$ cat src/rtl/beam_pkg.sv
// Shared constants and FSM state type for the 8-mic delay-and-sum beam path.
// The energy term width depends on the ENERGY_SQUARE_EN build macro:
// squared beam sum when defined, absolute beam sum otherwise.
package beam_pkg;

    localparam int PCM_W    = 19;
    localparam int NUM_MICS = 8;
    localparam int SUM_W    = 22;
    localparam int DSEL_W   = 5;

`ifdef ENERGY_SQUARE_EN
    localparam int TERM_W = 2 * SUM_W;
`else
    localparam int TERM_W = SUM_W;
`endif

    typedef enum logic [2:0] {
        IDLE,
        SETTLE,
        ACCUM,
        COMPARE,
        DONE
    } scan_state_e;

endpackage

$ cat src/rtl/beam_summer.sv
// Beam former: sign-extending 8-input adder with a registered sum and
// valid strobe, plus the per-sample energy term derived from the
// registered sum. ENERGY_SQUARE_EN selects sum*sum instead of |sum|.
module beam_summer
    import beam_pkg::*;
(
    input  logic                     clk,
    input  logic                     rst,
    input  logic                     sample_valid,
    input  logic signed [PCM_W-1:0]  pcm [NUM_MICS],
    output logic signed [SUM_W-1:0]  sum_out,
    output logic                     sum_valid,
    output logic [TERM_W-1:0]        term
);

    logic signed [SUM_W-1:0] sum_d, sum_q, total;
    logic                    valid_d, valid_q;

    // Add all channels at full beam width; the sum is only captured on a valid sample.
    always_comb begin
        total = '0;
        for (int i = 0; i < NUM_MICS; i++) begin
            total = total + {{(SUM_W-PCM_W){pcm[i][PCM_W-1]}}, pcm[i]};
        end
        sum_d   = sample_valid ? total : sum_q;
        valid_d = sample_valid;
    end

    // Output register for the beam sum and its qualifying strobe.
    always_ff @(posedge clk) begin
        if (rst) begin
            sum_q   <= '0;
            valid_q <= 1'b0;
        end else begin
            sum_q   <= sum_d;
            valid_q <= valid_d;
        end
    end

    assign sum_out   = sum_q;
    assign sum_valid = valid_q;

`ifdef ENERGY_SQUARE_EN
    logic signed [TERM_W-1:0] sum_wide;

    // Square of the registered sum; the largest magnitude 2^21 squares to 2^42, well inside 44 bits.
    always_comb begin
        sum_wide = {{(TERM_W-SUM_W){sum_q[SUM_W-1]}}, sum_q};
        term     = $unsigned(sum_wide * sum_wide);
    end
`else
    // Magnitude of the registered sum; -2^21 negates to bit pattern 2^21, read as unsigned.
    always_comb begin
        term = sum_q[SUM_W-1] ? $unsigned(-sum_q) : $unsigned(sum_q);
    end
`endif

endmodule

$ cat src/rtl/beam_steer_scanner.sv
// Closed-loop steering scanner: steps delay_select through every direction,
// discards SETTLE beam samples after each change, accumulates 2^WINDOW_LOG2
// energy terms, and keeps the strongest direction (lowest index wins ties).
// Build macro ENERGY_SQUARE_EN switches the energy term to the squared sum.
module beam_steer_scanner
    import beam_pkg::*;
#(
    parameter int NUM_DIRS    = 24,
    parameter int SETTLE      = 32,
    parameter int WINDOW_LOG2 = 8
)(
    input  logic                              clk,
    input  logic                              rst,
    input  logic                              start,
    input  logic                              sample_valid,
    input  logic signed [PCM_W-1:0]           delayed_pcm_data_0,
    input  logic signed [PCM_W-1:0]           delayed_pcm_data_1,
    input  logic signed [PCM_W-1:0]           delayed_pcm_data_2,
    input  logic signed [PCM_W-1:0]           delayed_pcm_data_3,
    input  logic signed [PCM_W-1:0]           delayed_pcm_data_4,
    input  logic signed [PCM_W-1:0]           delayed_pcm_data_5,
    input  logic signed [PCM_W-1:0]           delayed_pcm_data_6,
    input  logic signed [PCM_W-1:0]           delayed_pcm_data_7,
    output logic [DSEL_W-1:0]                 delay_select,
    output logic signed [SUM_W-1:0]           sum_out,
    output logic                              sum_valid,
    output logic                              busy,
    output logic                              done,
    output logic [DSEL_W-1:0]                 best_select,
    output logic [TERM_W+WINDOW_LOG2-1:0]     best_energy
);

    localparam int ACC_W   = TERM_W + WINDOW_LOG2;
    localparam int CNT_A   = WINDOW_LOG2 + 1;
    localparam int CNT_B   = $clog2(SETTLE + 1);
    localparam int CNT_W   = (CNT_A > CNT_B) ? CNT_A : CNT_B;
    localparam logic [CNT_W-1:0]  SETTLE_LAST = CNT_W'(SETTLE - 1);
    localparam logic [CNT_W-1:0]  WINDOW_LAST = CNT_W'((1 << WINDOW_LOG2) - 1);
    localparam logic [DSEL_W-1:0] LAST_DIR    = DSEL_W'(NUM_DIRS - 1);

    logic signed [PCM_W-1:0] pcm [NUM_MICS];
    logic [TERM_W-1:0]       term;

    assign pcm = '{delayed_pcm_data_0, delayed_pcm_data_1, delayed_pcm_data_2,
                   delayed_pcm_data_3, delayed_pcm_data_4, delayed_pcm_data_5,
                   delayed_pcm_data_6, delayed_pcm_data_7};

    beam_summer u_summer (
        .clk          (clk),
        .rst          (rst),
        .sample_valid (sample_valid),
        .pcm          (pcm),
        .sum_out      (sum_out),
        .sum_valid    (sum_valid),
        .term         (term)
    );

    scan_state_e        state_d, state_q;
    logic [DSEL_W-1:0]  dir_d, dir_q;
    logic [CNT_W-1:0]   cnt_d, cnt_q;
    logic [ACC_W-1:0]   acc_d, acc_q;
    logic [DSEL_W-1:0]  best_sel_d, best_sel_q;
    logic [ACC_W-1:0]   best_en_d, best_en_q;
    logic               busy_d, busy_q;
    logic               done_d, done_q;

    // Scan sequencing: settle, accumulate, compare per direction; outputs follow the next state.
    always_comb begin
        state_d    = state_q;
        dir_d      = dir_q;
        cnt_d      = cnt_q;
        acc_d      = acc_q;
        best_sel_d = best_sel_q;
        best_en_d  = best_en_q;
        case (state_q)
            beam_pkg::IDLE: begin
                if (start) begin
                    dir_d     = '0;
                    best_en_d = '0;
                    acc_d     = '0;
                    cnt_d     = '0;
                    state_d   = beam_pkg::SETTLE;
                end
            end
            beam_pkg::SETTLE: begin
                if (sum_valid) begin
                    if (cnt_q == SETTLE_LAST) begin
                        cnt_d   = '0;
                        acc_d   = '0;
                        state_d = beam_pkg::ACCUM;
                    end else begin
                        cnt_d = cnt_q + 1'b1;
                    end
                end
            end
            beam_pkg::ACCUM: begin
                if (sum_valid) begin
                    acc_d = acc_q + ACC_W'(term);
                    cnt_d = cnt_q + 1'b1;
                    if (cnt_q == WINDOW_LAST) begin
                        state_d = beam_pkg::COMPARE;
                    end
                end
            end
            beam_pkg::COMPARE: begin
                if (dir_q == '0 || acc_q > best_en_q) begin
                    best_en_d  = acc_q;
                    best_sel_d = dir_q;
                end
                if (dir_q == LAST_DIR) begin
                    state_d = beam_pkg::DONE;
                end else begin
                    dir_d   = dir_q + 1'b1;
                    cnt_d   = '0;
                    state_d = beam_pkg::SETTLE;
                end
            end
            beam_pkg::DONE: begin
                state_d = beam_pkg::IDLE;
            end
            default: begin
                state_d = beam_pkg::IDLE;
            end
        endcase
        busy_d = (state_d != beam_pkg::IDLE);
        done_d = (state_d == beam_pkg::DONE);
    end

    // Scanner state register; reset returns every counter, accumulator and output to zero.
    always_ff @(posedge clk) begin
        if (rst) begin
            state_q    <= beam_pkg::IDLE;
            dir_q      <= '0;
            cnt_q      <= '0;
            acc_q      <= '0;
            best_sel_q <= '0;
            best_en_q  <= '0;
            busy_q     <= 1'b0;
            done_q     <= 1'b0;
        end else begin
            state_q    <= state_d;
            dir_q      <= dir_d;
            cnt_q      <= cnt_d;
            acc_q      <= acc_d;
            best_sel_q <= best_sel_d;
            best_en_q  <= best_en_d;
            busy_q     <= busy_d;
            done_q     <= done_d;
        end
    end

    assign delay_select = dir_q;
    assign best_select  = best_sel_q;
    assign best_energy  = best_en_q;
    assign busy         = busy_q;
    assign done         = done_q;

endmodule

$ cat config.mk
export PLATFORM = sky130hd
export DESIGN_NAME = beam_steer_scanner
export DESIGN_NICKNAME = d
export VERILOG_FILES = /design/src/rtl/beam_pkg.sv /design/src/rtl/beam_summer.sv /design/src/rtl/beam_steer_scanner.sv
export SDC_FILE = /design/constraint.sdc
export NUM_CORES = 1
export LEC_CHECK = 0
export BUFFER_PORTS_ARGS = -buffer_cell sky130_fd_sc_hd__buf_2
export CELL_PAD_IN_SITES_DETAIL_PLACEMENT = 1
export CELL_PAD_IN_SITES_GLOBAL_PLACEMENT = 1
export CORE_UTILIZATION = 42
export CTS_BUF_LIST = sky130_fd_sc_hd__clkbuf_8 sky130_fd_sc_hd__clkbuf_16
export DETAILED_ROUTE_END_ITERATION = 12
export PLACE_DENSITY = 0.86
export SLEW_MARGIN = 30
export SYNTH_ARGS = -nofsm -noshare
export SYNTH_HDL_FRONTEND = slang
export SYNTH_HIERARCHICAL = 1
export SYNTH_SLANG_ARGS = --single-unit
$ cat constraint.sdc
create_clock -name clk -period 6.13 [get_ports clk]
set_input_delay 1.226 -clock clk [delete_from_list [all_inputs] [get_ports clk]]
set_output_delay 1.226 -clock clk [all_outputs]
set_load 0.01 [all_outputs]
==> impl_metrics.yaml <==
placement:
  dp_hpwl_um: 25000
  place_area_um2: 12100
  place_inst: 1804
  port_buffers: 220
  routabilityCongestion: 0.864
run_status:
  outcome: "complete, no violations"
setup_path:
  path_max_fanout: 7
  worstSetupStartpointType: "input port"
  crit_path_cell_trace: "buf_2, inv_1, fa_1, inv_1, fa_1, fa_1, inv_1, fa_1, inv_1, ha_1, nand2_1, nor3_1, nand3b_1, a2111oi_0, o21ai_0, a32o_1"
  critPathKind: "input port to register"
  worstSetupEndpointType: "register"
  cp_num_buf_inv: 5
  crit_family: "adder cells"
  cp_data_required_time_ps: 6390
  max_stage_delay_ps: 560
  critPathArrivalTime_ps: 5780
  slowest_stage: "fa_1"
synthesis:
  yosysWarningCount: 6
  async_reset_ff_share_pct: 0
  synth_top_area_share_pct: 22.0
  ys_ff_latch: 107
  synth_edf_count: 0
  syn_area_per_cell_um2: 8.35
  netlist_area_um2: 10700
  ys_types: 72
  synth_cells: 1286
  synthTopCellsByArea: "fa_1 22%, dfxtp_1 20%, inv_1 11%"
  synthSimpleGateAreaFrac_pct: 14.8
  synthAdderAreaFrac_pct: 31.2
  synthFlopType: "dfxtp_1"
  ys_seq_area_share_pct: 19.9
  synth_compound_area_share_pct: 15.9
  synth_top_area_cell: "fa_1"
  synth_top_family_by_area: "adder cells"
  syn_nets: 1639
  synthXorXnorAreaFrac_pct: 4.32
  synth.area.mux_share_pct: 1.60
detailed_routing:
  first_pass_iters: 4
  route.detailed.wl_per_inst_um: 16.6
  wirelength_um: 30200
  via_per_inst: 5.24
  ant_nets: 0
  drtIter0Drc: 480
  drc: 0
  num_vias: 9541
sta:
  rsz0062_at_grt: "false"
  report.final.slew_viol_count: 0
  setup-tns-final_ps: 0
  setup_viol: 0
  finalCriticalPeriod_ps: 5510
  post-route-period-util_pct: 89.9
  clock_skew_ps: 13.4
  worst_pin_slew_ps: 976
  hold_viol: 0
  max_freq_mhz: 181
  slew_headroom_pct: 34.7
die:
  die_y_um: 162
  die_x_um: 162
  ioPinCount: 221
  core_area_um2: 25100
  initial_core_util_pct: 42.8
  dieArea_um2: 26200
  rows: 58
final_layout:
  drive_above_1_share_pct: 17.2
  design_area_um2: 12500
  area_growth_pct: 16.0
  fin_util_pct: 49.6
  final_cell_mix: "301 x inv_1, 220 x buf_2, 118 x fa_1"
  layout_commonest_cell: "inv_1"
  layout.cells.non_filler: 1821
  antennaDiodeCount: 0
  fin_nets: 1839
clock_network:
  cts_made_buffers: 9
  clockRootBuffer: "clkbuf_16"
  cts_tree: "yes"
  hold_buffers: 0
  post_cts_buffers: 0
  path_clk_slew_ps: 80
  cts_resized: 0
  cts.sinks: 107
  clock_latency_ps: 370
  htree_levels: 3
  clockBufferDepth: 2
worst_hold_path:
  hold_path_class: "register to register"
power:
  p_per_area_nw_per_um2: 381
  power_frac_seq_pct: 17.5
  power.leakage_nw: 6.27
  switchingPower_w: 0.00229
  switching_share_pct: 48.3
  fin_total_pwr_w: 0.00475
  p_clk_share_pct: 13.5
  combPwrFrac_pct: 69.0
  vdd_drop_max_v: 0.000204
  internal_power_w: 0.00246
grt:
  gr-total-overflow: 0
  antenna_found_initial: 0
  grt_pass1_vias: 10597
  track_usage_pct: 23.6
  grt_first_pass_wirelength_um: 49800
  grt_max_degree: 41
job:
  maxCapViolations: 0
[routing by layer]
layer | global-route usage, % | up-vias | wire length [um]
met5 | 0 | - | 0
met4 | 7.38 | 0 | 687
li1 | - | 4601 | -
met1 | 25.8 | 4661 | 12100
met2 | 46.1 | 233 | 16000
met3 | 3.52 | 46 | 1330
[worst paths after layout]
| kind | startpoint | to | slack [ps] | cells past startpoint |
|---|---|---|---|---|
| worst min-delay path | best_energy[20] | best_energy[20] | 480 | 2 |
| worst max-delay path | delayed_pcm_data_7[12] | u_summer/sum_out[20] | 620 | 16 |
| worst min register to register | best_energy[20] | best_energy[20] | 480 | 2 |
| worst max register to register | u_summer/sum_out[6] | acc_q[25] | 1630 | 14 |
[worst reg2reg max path, cell delays in order, from the launching register on]
cell,delay (ps)
dfxtp_1,370
or4_1,550
or2_1,260
or4_4,510
or4_4,460
o21ai_0,210
xnor2_1,100
ha_1,420
and3_1,250
nand2_1,120
o211ai_1,200
a31oi_1,120
a21boi_1,210
or4_1,510
a21oi_1,150
[logic make-up after synthesis]
kind of cell,after synthesis
buffers and inverters,338
DFF,107
xor gates and xnor gates,53
muxes,17
adders and majority gates,197
and+or+nand+nor,308
AOI/OAI and AO/OA,266
[synth_stat cells (all sizes together), types with 20 or more instances]
cell	number
a21o	20
a21oi	65
clkbuf	28
dfxtp	107
fa	118
ha	79
inv	301
nand2	86
nand3	48
nor2	64
o21ai	72
xnor2	41
[power by group through the flow]
| stage | registers, W | logic [W] | clock network [W] |
|---|---|---|---|
| 6_report | 0.000831 | 0.00327 | 0.000643 |
| 5_1_grt | 0.000842 | 0.00370 | 0.000670 |
| 4_1_cts | 0.000831 | 0.00329 | 0.000650 |
| 3_5_place_dp | 0.000846 | 0.00326 | 0 |
| 3_3_place_gp | 0.000843 | 0.00309 | 0 |
| 2_1_floorplan | 0.000839 | 0.00244 | 0 |
[area by class of cell]
class,instances,area [um^2]
multi-input combinational,841,7310
tap,330,413
clock buffer,11,253
timing repair buffer,226,1150
inverter,301,1130
sequential,107,2140
fill,3173,12600
clock inverter,5,65.1
[registers in the layout, summed over array words and instances (netlist names)]
signal and flops:
acc_q 30, best_energy 30, u_summer/sum_out 22, cnt_q 9, best_select 5, delay_select 5
state_q 3, busy 1, done 1, u_summer/sum_valid 1
[metrics by stage]
stage	hold WS [ps]	worst slack, ps
floorplan	458	814
global placement	461	444
detailed placement	479	236
CTS	490	621
global route	514	465
finish	483	619
No activity file was read; power rests on OpenSTA's default activity.
